### src/rtl/jt12_mixacc_if.sv
// Slot-input / stereo-output bundle for jt12_mixacc.
// master: the slot sequencer driving samples and observing the stereo pair.
// slave:  the accumulator itself.
interface jt12_mixacc_if #(
  parameter int in_width = 18,
  parameter int width    = 20
);
  logic                       clk_en;
  logic                       zero;
  logic signed [in_width-1:0] ch_data;
  logic                       ch_left;
  logic                       ch_right;
  logic signed [width-1:0]    left_out;
  logic signed [width-1:0]    right_out;
  logic                       sample;
  logic                       sync_err;

  modport master (
    output clk_en, zero, ch_data, ch_left, ch_right,
    input  left_out, right_out, sample, sync_err
  );

  modport slave (
    input  clk_en, zero, ch_data, ch_left, ch_right,
    output left_out, right_out, sample, sync_err
  );
endinterface

### src/rtl/jt12_mixacc.sv
// Stereo channel accumulator for the FM output path.
// One signed slot per clk_en cycle is panned and summed per side; at each
// frame boundary (zero=1) the finished sums are latched to the outputs and
// the accumulators restart with the boundary slot.
// Build option: define JT12_MIXACC_SAT_EN to saturate each addition instead
// of wrapping (wrap matches the original chip).
module jt12_mixacc #(
  parameter int in_width = 18,
  parameter int width    = 20,
  parameter int channels = 6
) (
  input  logic             clk,
  input  logic             rst_n,
  jt12_mixacc_if.slave     bus
);

  localparam int cw = $clog2(channels + 1);

  logic [cw-1:0]            slot_cnt;
  logic                     full;
  logic [1:0]               pan;
  logic [1:0][width-1:0]    side_out;

  // slot index 1..channels is legal; a further non-boundary slot is an overrun
  assign full = (slot_cnt == cw'(channels));
  assign pan  = {bus.ch_right, bus.ch_left};

  // side 0 = left, side 1 = right; identical datapath per side
  for (genvar s = 0; s < 2; s++) begin : g_side
    logic signed [width-1:0] acc;
    logic signed [width-1:0] out_r;
    logic signed [width-1:0] ext;
    logic signed [width-1:0] nxt;
`ifdef JT12_MIXACC_SAT_EN
    logic signed [width:0]   sum;
`endif

    // pan-gated, sign-extended contribution and the next running sum
    always_comb begin
      ext = pan[s] ? width'(bus.ch_data) : '0;
`ifdef JT12_MIXACC_SAT_EN
      sum = {acc[width-1], acc} + {ext[width-1], ext};
      if (sum[width] != sum[width-1])
        nxt = sum[width] ? {1'b1, {(width-1){1'b0}}} : {1'b0, {(width-1){1'b1}}};
      else
        nxt = sum[width-1:0];
`else
      // two's-complement wrap: dropping the carry of the width+1 sum
      nxt = acc + ext;
`endif
    end

    // boundary latches the finished sum; otherwise accumulate while in range
    always_ff @(posedge clk or negedge rst_n) begin
      if (!rst_n) begin
        acc   <= '0;
        out_r <= '0;
      end else if (bus.clk_en) begin
        if (bus.zero) begin
          out_r <= acc;
          acc   <= ext;
        end else if (!full) begin
          acc   <= nxt;
        end
      end
    end

    assign side_out[s] = out_r;
  end

  assign bus.left_out  = side_out[0];
  assign bus.right_out = side_out[1];

  // slot counter, frame pulse and overrun flag
  always_ff @(posedge clk or negedge rst_n) begin
    if (!rst_n) begin
      slot_cnt     <= '0;
      bus.sample   <= 1'b0;
      bus.sync_err <= 1'b0;
    end else begin
      bus.sample <= 1'b0;
      if (bus.clk_en) begin
        if (bus.zero) begin
          slot_cnt     <= cw'(1);
          bus.sync_err <= 1'b0;
          bus.sample   <= 1'b1;
        end else if (!full) begin
          slot_cnt     <= slot_cnt + cw'(1);
        end else begin
          bus.sync_err <= 1'b1;
        end
      end
    end
  end

endmodule

### src/flat_wrapper.sv
// flat-port wrapper written by rule: the top's interface ports become plain ports
module jt12_mixacc_flat 
#(
  parameter int in_width = 18,
  parameter int width    = 20,
  parameter int channels = 6
)
  (clk, rst_n, bus_clk_en, bus_zero, bus_ch_data, bus_ch_left, bus_ch_right, bus_left_out, bus_right_out, bus_sample, bus_sync_err);
  jt12_mixacc_if #(.in_width(in_width), .width(width)) bus_i ();
  input  logic clk;
  input  logic rst_n;
  input wire logic [$bits(bus_i.clk_en)-1:0] bus_clk_en;
  input wire logic [$bits(bus_i.zero)-1:0] bus_zero;
  input wire logic [$bits(bus_i.ch_data)-1:0] bus_ch_data;
  input wire logic [$bits(bus_i.ch_left)-1:0] bus_ch_left;
  input wire logic [$bits(bus_i.ch_right)-1:0] bus_ch_right;
  output wire logic [$bits(bus_i.left_out)-1:0] bus_left_out;
  output wire logic [$bits(bus_i.right_out)-1:0] bus_right_out;
  output wire logic [$bits(bus_i.sample)-1:0] bus_sample;
  output wire logic [$bits(bus_i.sync_err)-1:0] bus_sync_err;
  assign bus_i.clk_en = bus_clk_en;
  assign bus_i.zero = bus_zero;
  assign bus_i.ch_data = bus_ch_data;
  assign bus_i.ch_left = bus_ch_left;
  assign bus_i.ch_right = bus_ch_right;
  assign bus_left_out = bus_i.left_out;
  assign bus_right_out = bus_i.right_out;
  assign bus_sample = bus_i.sample;
  assign bus_sync_err = bus_i.sync_err;
  jt12_mixacc #(.in_width(in_width), .width(width), .channels(channels)) u_core (.clk(clk), .rst_n(rst_n), .bus(bus_i));
endmodule
### config.mk
export PLATFORM = sky130hd
export DESIGN_NAME = jt12_mixacc_flat
export DESIGN_NICKNAME = d
export VERILOG_FILES = /design/src/rtl/jt12_mixacc_if.sv /design/src/rtl/jt12_mixacc.sv /design/src/flat_wrapper.sv
export SDC_FILE = /design/constraint.sdc
export NUM_CORES = 1
export LEC_CHECK = 0
export BUFFER_PORTS_ARGS = -buffer_cell sky130_fd_sc_hd__buf_2
export CORE_MARGIN = 1.5
export CORE_UTILIZATION = 36
export CTS_CLUSTER_DIAMETER = 40
export CTS_CLUSTER_SIZE = 14
export DETAILED_ROUTE_END_ITERATION = 8
export PLACE_DENSITY = 0.64
export SETUP_SLACK_MARGIN = 0.02
export SYNTH_ARGS = -nofsm -noshare
export SYNTH_HDL_FRONTEND = slang
export SYNTH_SLANG_ARGS = --single-unit
### constraint.sdc
create_clock -name clk -period 2.86 [get_ports clk]
set_input_delay 0.286 -clock clk [delete_from_list [all_inputs] [get_ports clk]]
set_output_delay 0.286 -clock clk [all_outputs]
set_load 0.02 [all_outputs]
==> run summary <==
final setup vio count = 0
Crit Path Max Fanout = 3
Worst-Margin Slew = 1.10 ns
number of port buffers = 65
CTS tree = done
cts bufs inserted = 9
commonest cells after routing, fill and taps aside = dfrtp_1, nand2_1, buf_2
n_diodes = 0
Tmin final = 2.64 ns
CTS Buffer Depth = 2
First-pass DRT Iterations = 5
commonest non-fill, non-tap cell in the layout = dfrtp_1
Hold Fails Final Rpt = 0
crit path DAT = 2.85 ns
Cell variety after synth = 59
setup tns final = 0 ns
Mean Syn Cell Area = 9.21 sq um
Max Clock Skew = 0.0131 ns
core area = 15100 sq um
largest net degree at the start of global routing = 86
vias in the first global route = 4650
Final HPWL DP = 10500 um
FP Rows = 45
Crit. End Element = flip-flop
Worst slew margin = 27.0%
Hold WS = 0.139 ns
clk_lat worst skew = 0.35 ns
CP peak stage delay = 0.38 ns
CTS Sinks = 85
share of the synthesized area in the top cell type = 38.2%
Worst Path Buf+Inv = 1
Detail Route Antenna Nets = 0
H-tree levels = 3
antenna violations before repair = 0
worst path required time = 3.07 ns
via/cell ratio = 5.50
full die area = 16200 sq um
Peak VDD IR = 0.000312 V
nets@finish = 738
CTS Hold Bufs = 0
RSZ-0062 raised after global routing = no
Post-Syn Instances = 605
first-pass GRT wire length = 23900 um
Total GRT Usage = 18.7%
Synth area leaders = dfrtp_1, ha_1, mux2_2
P&R area growth vs syn = 15.8%
Min-Delay Path Class = input port to async pin
Cell Area, Synth = 5570 sq um
worst reg-to-reg path cell count = 11
Chip Width = 127 um
FFs w/ async S/R, synth = 100%
Max Slew Vio Count = 0
Initial Util = 36.8%
Top-Level Pins = 66
CP cell instances = ha_1, inv_1, fa_1, nor2b_1, o31ai_1, a21oi_1, a22oi_1, a211o_1, o21ai_0, xnor2_1, a21oi_1
layout cells sized above 1 = 20.7%
P_leak = 3.05 nW
PwrDens = 687 nW/um^2
Startpoint Class = flip-flop
Final Cycle Share = 92.4%
Max Cap Viol = 0
drt total wl = 14300 um
Clk pin slew, worst setup/hold paths = 0.06 ns
Chip Height = 127 um
FMAX = 0.378 GHz
grt total ovfl = 0
syn nets = 671
count of state elements after synthesis = 85
Post-synth EDFFs = 0
most frequent CP cell = a21oi_1
clock tree root buffer cell = clkbuf_16
Worst path depth = 11
status = complete, no violations
drt initial violations = 320
top_reg_cell synth = dfrtp_1
register area share after synthesis = 38.2%
Crit-path slowest cell = dfrtp_1
worst setup path class = flip-flop to flip-flop
post-synth top area cell = dfrtp_1
vias = 4752
Placer Congestion = 1.01
WL/cell = 16.6 um
yosys warns = 0
DRC = 0
Crit path max-delay family = compound AO/OA/AOI/OAI gates
-- kinds of logic after synthesis --
group / count (synthesis) / synth area share, %
compound gates: 173 / 19.8
xor+xnor: 23 / 3.61
simple gates: 195 / 17.0
flops: 85 / 38.2
mux: 44 / 8.78
fa+ha+maj: 42 / 9.70
buf+inv: 43 / 2.92
-- worst reg2reg max path: cells and delay by family, from the launching register on --
kind / cells / cell delay, ns
AOI/OAI and AO/OA: 6 / 1.19
xor gates and xnor gates: 1 / 0.14
adders and majority gates: 2 / 0.56
buffers and inverters: 1 / 0.06
DFF: 1 / 0.38
and+or+nand+nor: 1 / 0.17
-- final timing paths --
path	start	endpoint	slack, ns
max in group asynchronous	rst_n	u_core.bus.right_out[15]	2.02
hold reg to reg	u_core.bus.left_out[1]	u_core.bus.left_out[1]	0.48
setup / recovery	u_core.g_side[0].acc[0]	u_core.g_side[0].acc[18]	0.22
min in group clk	bus_ch_data[16]	u_core.g_side[0].acc[16]	0.26
hold / removal	rst_n	u_core.bus.right_out[4]	0.14
setup reg to reg	u_core.g_side[0].acc[0]	u_core.g_side[0].acc[18]	0.22
-- cells in the mapped netlist (6+ instances only) --
cell type / count
a211oi_1: 9
a21o_1: 11
a21oi_1: 46
a31oi_1: 8
and2_1: 35
buf_1: 7
clkbuf_1: 18
dfrtp_1: 85
ha_1: 40
inv_1: 16
mux2_2: 39
nand2_1: 64
nand2b_1: 6
nand3_1: 18
nor2_1: 36
nor2b_1: 7
nor3_1: 9
o211ai_1: 7
o21ai_0: 49
xnor2_1: 9
xor2_1: 14
-- state kept, by name, indices dropped and copies added (netlist names) --
| name | count |
|---|---|
| u_core.bus.sync_err | 1 |
| u_core.bus.sample | 1 |
| u_core.bus.left_out | 20 |
| u_core.slot_cnt | 3 |
| u_core.bus.right_out | 20 |
| u_core.g_side.acc | 40 |
-- final cells by class --
| type | count | area (sq um) |
|---|---|---|
| clock inverters | 2 | 10.0 |
| flip-flops and latches | 85 | 2130 |
| repair buffers | 82 | 468 |
| fillers | 1465 | 8690 |
| multi-input cells | 477 | 3300 |
| inverters | 17 | 63.8 |
| clock buffers | 13 | 250 |
| well taps | 188 | 235 |
-- through the flow --
| stage | instance area [sq um] | total power, mW | instances | util, % | worst slack, ns |
|---|---|---|---|---|---|
| 3_3_place_gp | 6190 | 3.34 | 849 | 40.9 | 0.0291 |
| 3_5_place_dp | 6190 | 3.39 | 849 | 40.9 | -0.0765 |
| 2_1_floorplan | 5570 | 2.88 | 605 | - | 0.0755 |
| 4_1_cts | 6450 | 4.48 | 864 | 42.6 | 0.231 |
| 6_report | 6450 | 4.44 | 864 | 42.6 | 0.218 |
| 5_1_grt | 6450 | 4.75 | 864 | 42.6 | 0.0371 |
-- where the power goes --
part	switching (mW)	internal [mW]	total [mW]
Combinational	0.969	0.705	1.67
Sequential	0.211	1.50	1.71
Clock	0.450	0.605	1.05
-- routing by layer --
layer | vias to the layer above | share of wire [%] | global-route usage [%]
li1 | 2330 | - | -
met1 | 2257 | 46 | 25.3
met2 | 143 | 47 | 30.0
met3 | 22 | 4.5 | 2.47
met4 | 0 | 2.3 | 7.82
met5 | - | 0 | 0
-- what timing repair did --
| action | CTS | global route |
|---|---|---|
| endpoints found under the hold margin | 0 | 0 |
| setup endpoints to repair | 0 | 1 |
| setup buffers | 0 | 0 |
| resized for setup | 0 | 1 |
Power figures use the tool's default switching activity.
